File: src/rtl/lib_arb_pkg.sv
// lib_arb_pkg: shared types and helpers for the weighted round-robin arbiters.
//   arb_state_t : arbiter state (ARB = free to arbitrate, LOCKED = packet in flight)
//   onehot2idx  : binary index of a one-hot vector (bit i = requester i)
//   rotl1       : move a one-hot bit from position i to (i+1) mod n
// Helpers operate on MAX_N-wide little-endian vectors; callers size-cast to N.
package lib_arb_pkg;

  localparam int MAX_N = 32;

  typedef enum logic {ARB = 1'b0, LOCKED = 1'b1} arb_state_t;

  function automatic int onehot2idx(input logic [MAX_N-1:0] v, input int n);
    int idx;
    idx = 0;
    for (int i = 0; i < MAX_N; i++) begin
      if ((i < n) && v[i]) idx = idx | i;
    end
    return idx;
  endfunction

  // Bit n-1 wraps to bit 0; bits at n and above are cleared.
  function automatic logic [MAX_N-1:0] rotl1(input logic [MAX_N-1:0] v, input int n);
    logic [MAX_N-1:0] mask;
    mask = (MAX_N'(1) << n) - MAX_N'(1);
    return ((v << 1) | (v >> (n - 1))) & mask;
  endfunction

endpackage

File: src/rtl/lib_ppe_core.sv
// lib_ppe_core: combinational programmable priority encoder.
//   i_request  [N-1:0] request vector, bit i = requester i
//   i_priority [N-1:0] one-hot: position where the cyclic search starts
//   o_grant    [N-1:0] one-hot grant to the first requester at or after the
//                      priority position (wrapping N-1 -> 0), zero if none
module lib_ppe_core
  import lib_arb_pkg::*;
#(
  parameter int N = 4
) (
  input  logic [N-1:0] i_request,
  input  logic [N-1:0] i_priority,
  output logic [N-1:0] o_grant
);

  // The carry chain is unrolled over two passes instead of closing the loop,
  // so there is no combinational cycle. Once a grant is made the carry dies;
  // the second pass can only re-grant the same requester, so OR-ing keeps
  // the result one-hot.
  always_comb begin : ppe_chain
    logic carry;
    logic carry_in;
    int   k;
    o_grant  = '0;
    carry    = 1'b0;
    carry_in = 1'b0;
    k        = 0;
    for (int j = 0; j < 2 * N; j++) begin
      k        = j % N;
      carry_in = carry | i_priority[k];
      if (carry_in && i_request[k]) o_grant[k] = 1'b1;
      carry    = carry_in & ~i_request[k];
    end
  end

endmodule

File: src/rtl/lib_wrr_lock_arbiter.sv
// lib_wrr_lock_arbiter: N-input weighted round-robin arbiter with packet lock.
//   clk, reset_n    clock; synchronous active-low reset
//   i_request       [0:N-1] request vector
//   i_tail          [0:N-1] current flit of requester i is its packet's last
//   i_weight        [0:N-1][WEIGHT_W-1:0] packets per turn (0 acts as 1)
//   i_ready         downstream accepts the granted flit this cycle
//   o_grant         [0:N-1] one-hot grant, same cycle as the request
//   o_grant_vld     |o_grant
//   o_grant_idx     binary index of the grant (0 when nothing granted)
// A requester keeps priority for up to its weight in consecutive packets;
// with LOCK=1 the grant is held from the first flit of a packet to its tail.
module lib_wrr_lock_arbiter
  import lib_arb_pkg::*;
#(
  parameter int N        = 4,
  parameter int WEIGHT_W = 4,
  parameter int LOCK     = 1
) (
  input  logic                             clk,
  input  logic                             reset_n,
  input  logic [0:N-1]                     i_request,
  input  logic [0:N-1]                     i_tail,
  input  logic [0:N-1][WEIGHT_W-1:0]       i_weight,
  input  logic                             i_ready,
  output logic [0:N-1]                     o_grant,
  output logic                             o_grant_vld,
  output logic [$clog2(N)-1:0]             o_grant_idx
);

  localparam int IDX_W = $clog2(N);

  arb_state_t          r_state, w_state_nxt;
  logic [N-1:0]        r_ptr, w_ptr_nxt;
  logic [WEIGHT_W-1:0] r_cnt, w_cnt_nxt;
  logic [IDX_W-1:0]    r_last, w_last_nxt;
  logic [IDX_W-1:0]    r_owner, w_owner_nxt;

  logic [N-1:0]        w_req, w_tail, w_ppe_gnt, w_gnt, w_owner_oh;
  logic [IDX_W-1:0]    w_g;
  logic                w_vld, w_xfer, w_tail_g, w_pkt_end;
  logic [WEIGHT_W-1:0] w_cnt_c, w_wmax;

  function automatic logic [WEIGHT_W-1:0] sat_inc(input logic [WEIGHT_W-1:0] v);
    return (&v) ? v : v + WEIGHT_W'(1);
  endfunction

  // Ports are indexed [0:N-1]; internal vectors are little-endian by index.
  always_comb begin
    w_req  = '0;
    w_tail = '0;
    for (int i = 0; i < N; i++) begin
      w_req[i]  = i_request[i];
      w_tail[i] = i_tail[i];
    end
  end

  lib_ppe_core #(.N(N)) u_ppe (
    .i_request  (w_req),
    .i_priority (r_ptr),
    .o_grant    (w_ppe_gnt)
  );

  assign w_owner_oh = N'(1) << r_owner;

  // While locked only the owner may be granted; a dropped owner request
  // yields a bubble rather than releasing the lock.
  always_comb begin
    w_gnt = '0;
    if (!reset_n)                w_gnt = '0;
    else if (r_state == LOCKED)  w_gnt = w_req & w_owner_oh;
    else                         w_gnt = w_ppe_gnt;
  end

  assign w_vld     = |w_gnt;
  assign w_g       = IDX_W'(onehot2idx(MAX_N'(w_gnt), N));
  assign w_xfer    = w_vld & i_ready;
  assign w_tail_g  = w_tail[w_g];
  assign w_pkt_end = w_xfer & (w_tail_g | (LOCK == 0));

  always_comb begin
    o_grant = '0;
    for (int i = 0; i < N; i++) o_grant[i] = w_gnt[i];
  end
  assign o_grant_vld = w_vld;
  assign o_grant_idx = w_g;

  // Consecutive packets by the same winner extend its turn; any other winner
  // starts a fresh count.
  assign w_cnt_c = (w_g == r_last) ? sat_inc(r_cnt) : WEIGHT_W'(1);
  assign w_wmax  = (i_weight[w_g] == '0) ? WEIGHT_W'(1) : i_weight[w_g];

  always_comb begin
    w_ptr_nxt  = r_ptr;
    w_cnt_nxt  = r_cnt;
    w_last_nxt = r_last;
    if (w_pkt_end) begin
      w_last_nxt = w_g;
      if (w_cnt_c >= w_wmax) begin
        w_ptr_nxt = N'(rotl1(MAX_N'(w_gnt), N));
        w_cnt_nxt = '0;
      end else begin
        w_ptr_nxt = w_gnt;
        w_cnt_nxt = w_cnt_c;
      end
    end
  end

  // Next-state logic; in LOCKED any transfer necessarily belongs to the owner.
  always_comb begin
    w_state_nxt = r_state;
    w_owner_nxt = r_owner;
    case (r_state)
      ARB: begin
        if (w_xfer && (LOCK != 0) && !w_tail_g) begin
          w_state_nxt = LOCKED;
          w_owner_nxt = w_g;
        end
      end
      LOCKED: begin
        if (w_xfer && w_tail_g) w_state_nxt = ARB;
      end
      default: w_state_nxt = ARB;
    endcase
  end

  always_ff @(posedge clk) begin
    if (!reset_n) begin
      r_state <= ARB;
      r_owner <= '0;
      r_ptr   <= N'(1);
      r_cnt   <= '0;
      r_last  <= '0;
    end else begin
      r_state <= w_state_nxt;
      r_owner <= w_owner_nxt;
      r_ptr   <= w_ptr_nxt;
      r_cnt   <= w_cnt_nxt;
      r_last  <= w_last_nxt;
    end
  end

endmodule

File: config.mk
export PLATFORM = sky130hd
export DESIGN_NAME = lib_wrr_lock_arbiter
export DESIGN_NICKNAME = d
export VERILOG_FILES = /design/src/rtl/lib_arb_pkg.sv /design/src/rtl/lib_ppe_core.sv /design/src/rtl/lib_wrr_lock_arbiter.sv
export SDC_FILE = /design/constraint.sdc
export NUM_CORES = 1
export LEC_CHECK = 0
export CAP_MARGIN = 20
export CORE_UTILIZATION = 40
export DETAILED_ROUTE_END_ITERATION = 10
export PLACE_DENSITY = 0.69
export SLEW_MARGIN = 30
export SYNTH_ARGS = -nofsm -noshare
export SYNTH_HDL_FRONTEND = slang
export SYNTH_SLANG_ARGS = --single-unit
File: constraint.sdc
create_clock -name clk -period 7.1 [get_ports clk]
set_input_delay 0.71 -clock clk [delete_from_list [all_inputs] [get_ports clk]]
set_output_delay 0.71 -clock clk [all_outputs]
set_load 0.01 [all_outputs]
==> impl_metrics.tcl <==
set metrics [dict create \
    h-tree-depth 1 \
    synth_fp_nets 178 \
    hold_buffers 0 \
    powerDensity_nw_per_um2 160 \
    drt_iter0_markers 47 \
    cts-root-buf "clkbuf_4" \
    slowest_stage "a21oi_1" \
    synth_top_area_share_pct 22.1 \
    gp_congestion 0.812 \
    ys.flop_type "dfxtp_1" \
    clockBufferDepth 2 \
    final_hold_viol_count 0 \
    r2r-end "r_cnt[1]$_SDFFE_PN0P_" \
    dp_hpwl_mm 2.29 \
    via_per_inst 5.90 \
    fin_crit_sh_pct 69.6 \
    post_drt_wl_per_cell_um 14.6 \
    synth-seq-cells 13 \
    numPortBuffers 33 \
    rsz0062_at_grt "no" \
    max_freq_mhz 202 \
    synth_edf_count 0 \
    status "finished, final reports clean" \
    dieArea_um2 3170 \
    rows 19 \
    worst_pin_slew_ps 865 \
    ff2ff_path_depth 14 \
    crit_arrival_ps 5160 \
    hp-class "register to register" \
    pin_count 34 \
    p_int_mw 0.156 \
    slew_viol_final 0 \
    vias 1215 \
    ant_nets 0 \
    coreArea_um2 2780 \
    antenna_found_initial 0 \
    drv_cap 0 \
    setup_viol 0 \
    grt_pass1_vias 1198 \
    min_to "r_last[0]$_SDFFE_PN0P_" \
    multi_input_comb_area_um2 823 \
    synthArstFlopShare_pct 0 \
    synthTopCellsByCount "16 x nor2_1, 13 x dfxtp_1, 12 x mux2i_1" \
    post_cts_resized 0 \
    firstDrtPassIters 4 \
    skew_ps 6.35 \
    p_comb_share_pct 44.9 \
    grt_overflow_total 0 \
    leakagePower_nw 0.621 \
    cp_cell_sequence "clkdlybuf4s50_1 > nand2b_1 > a221oi_1 > o31ai_2 > nand2_1 > mux2i_1 > mux2_2 > a31o_2 > ha_1 > nand2b_1 > a21o_1 > a21o_1 > a21oi_1 > or4b_1 > a21oi_1" \
    seqPwrFrac_pct 35.5 \
    synth_top_area_cell "dfxtp_1" \
    synth.most_common_cell "nor2_1" \
    cts_sinks 13 \
    path_class "primary input to register" \
    grt_pass1_wl_mm 5.26 \
    cp-start-kind "primary input" \
    clockPowerShare_pct 19.7 \
    fillers 269 \
    insertion_delay_ps 280 \
    nets 208 \
    crit_required_ps 7310 \
    drc 0 \
    syn_to_final_growth_pct 29.5 \
    yosysWarnings 0 \
    final_area_um2 1530 \
    switching_share_pct 36.0 \
    relSlewSlack_pct 42.3 \
    drive_gt1_share_pct 8.00 \
    ff_latch_area_um2 260 \
    seq_area_frac_synth_pct 22.1 \
    hold_path_depth 2 \
    hold-worst-slack_ps 483 \
    ys_types 46 \
    post_cts_buffers 0 \
    critPathMaxFanout 12 \
    cts_buffers 3 \
    post_synth_instance_area_um2 1180 \
    post_synth_inst_count 146 \
    place_area_um2 1500 \
    end_kind "register" \
    tritoncts "built" \
    max_stage_delay_ps 580 \
    yosys-top-cells-area "dfxtp_1 22%, mux2i_1 10%, ha_1 5.3%, nor2_1 5.1%, a211oi_1 4.5%" \
    clk_pin_slew_ps 90 \
    hp-start "r_last[0]$_SDFFE_PN0P_" \
    rrSetupSlack_ps 2680 \
    routed_wl_mm 3.01 \
    die_w_um 56.3 \
    tns_ps 0 \
    syn_area_per_cell_um2 8.07 \
    grt_start_max_net_pins 21 \
    start_util_pct 42.4 \
    grt.total_usage_pct 20.6 \
    diodes 0 \
    p_sw_mw 0.0877 \
    min_period_ps 4940 \
    max-vdd-ir-drop_mv 0.117 \
    die_h_um 56.3 \
]
-- metal layers --
layer | routed length, um | part of all wire [%] | track usage, %
met1 | 1380 | 46 | 24.7
met3 | 114 | 3.8 | 5.53
met4 | 7 | 0.23 | 3.14
met2 | 1510 | 50 | 37.2
met5 | 0 | 0 | 0
-- worst max-delay path: cells and delay by family --
kind	cells	cell delay, ps
AOI/OAI and AO/OA	7	1880
adders and majority gates	1	260
buffers and inverters	1	520
muxes	2	520
and+or+nand+nor	4	1260
-- through the flow --
stage          instances  util [%]  power (mW)  setup slack, ps
4_1_cts              206      54.9       0.245             2180
5_1_grt              206      54.9       0.263             1910
3_5_place_dp         202      53.9       0.197             1880
2_1_floorplan        146         -       0.162             2830
6_report             206      54.9       0.243             2160
3_3_place_gp         202      53.9       0.195             2010
-- how the worst max path moves through the flow --
stage                 start                     to  slack [ps]  cells past startpoint
5_1_grt        i_request[3]  r_cnt[1]$_SDFFE_PN0P_        1910                     15
4_1_cts        i_request[3]  r_cnt[1]$_SDFFE_PN0P_        2180                     15
6_report       i_request[3]  r_cnt[1]$_SDFFE_PN0P_        2160                     15
2_1_floorplan  i_request[2]  r_cnt[3]$_SDFFE_PN0P_        2830                     15
3_3_place_gp   i_request[2]  r_cnt[3]$_SDFFE_PN0P_        2010                     14
3_5_place_dp   i_request[3]  r_cnt[1]$_SDFFE_PN0P_        1880                     15
-- state kept, by name, summed over array words and instances (netlist names), named ones only --
name	count
r_cnt	4
r_ptr	4
r_last	2
r_owner	2
-- final cells by class --
class                   count  share of cell area (%)
clock buffers               3                    1.48
multi-input cells         114                    53.9
clock inverters             1                   0.328
repair buffers             33                    21.6
well taps                  31                    2.54
inverters                  11                    3.03
flip-flops and latches     13                    17.0
-- cells by family (layout without fill, tap and decap cells) --
group                    count (synthesis)  after routing  share of synthesized area, %
flip-flops                              13             13                          22.1
multiplexers                            16             16                          14.3
buffers and inverters                   19             48                          8.07
AND/OR/NAND/NOR                         55             55                          24.5
XOR/XNOR                                 1              1                         0.743
adder cells (fa/ha/maj)                  5              5                          5.31
AO/OA/AOI/OAI                           37             37                          24.9
-- cell usage in the layout (no fill, tap or decap), types with 2 or more instances in the layout --
cell type        count
clkdlybuf4s50_1     33
nor2_1              16
dfxtp_1             13
mux2i_1             12
inv_1                9
nand3_1              8
nand2_1              8
a211oi_1             7
nand2b_1             6
a21oi_1              5
o21ai_0              5
ha_1                 5
a21o_1               3
nor3b_1              3
mux2_2               3
nand4_1              3
clkbuf_4             3
a211o_1              2
a31o_2               2
nor3_1               2
or4b_1               2
-- power by group through the flow --
| stage | combinational, mW | sequential (mW) | clock [mW] |
|---|---|---|---|
| CTS | 0.109 | 0.0863 | 0.0496 |
| floorplan | 0.0767 | 0.0848 | 0 |
| global placement | 0.107 | 0.0879 | 0 |
| global route | 0.121 | 0.0878 | 0.0540 |
| finish | 0.109 | 0.0864 | 0.0479 |
| detailed placement | 0.109 | 0.0880 | 0 |
(Power assumes the default switching activity.)
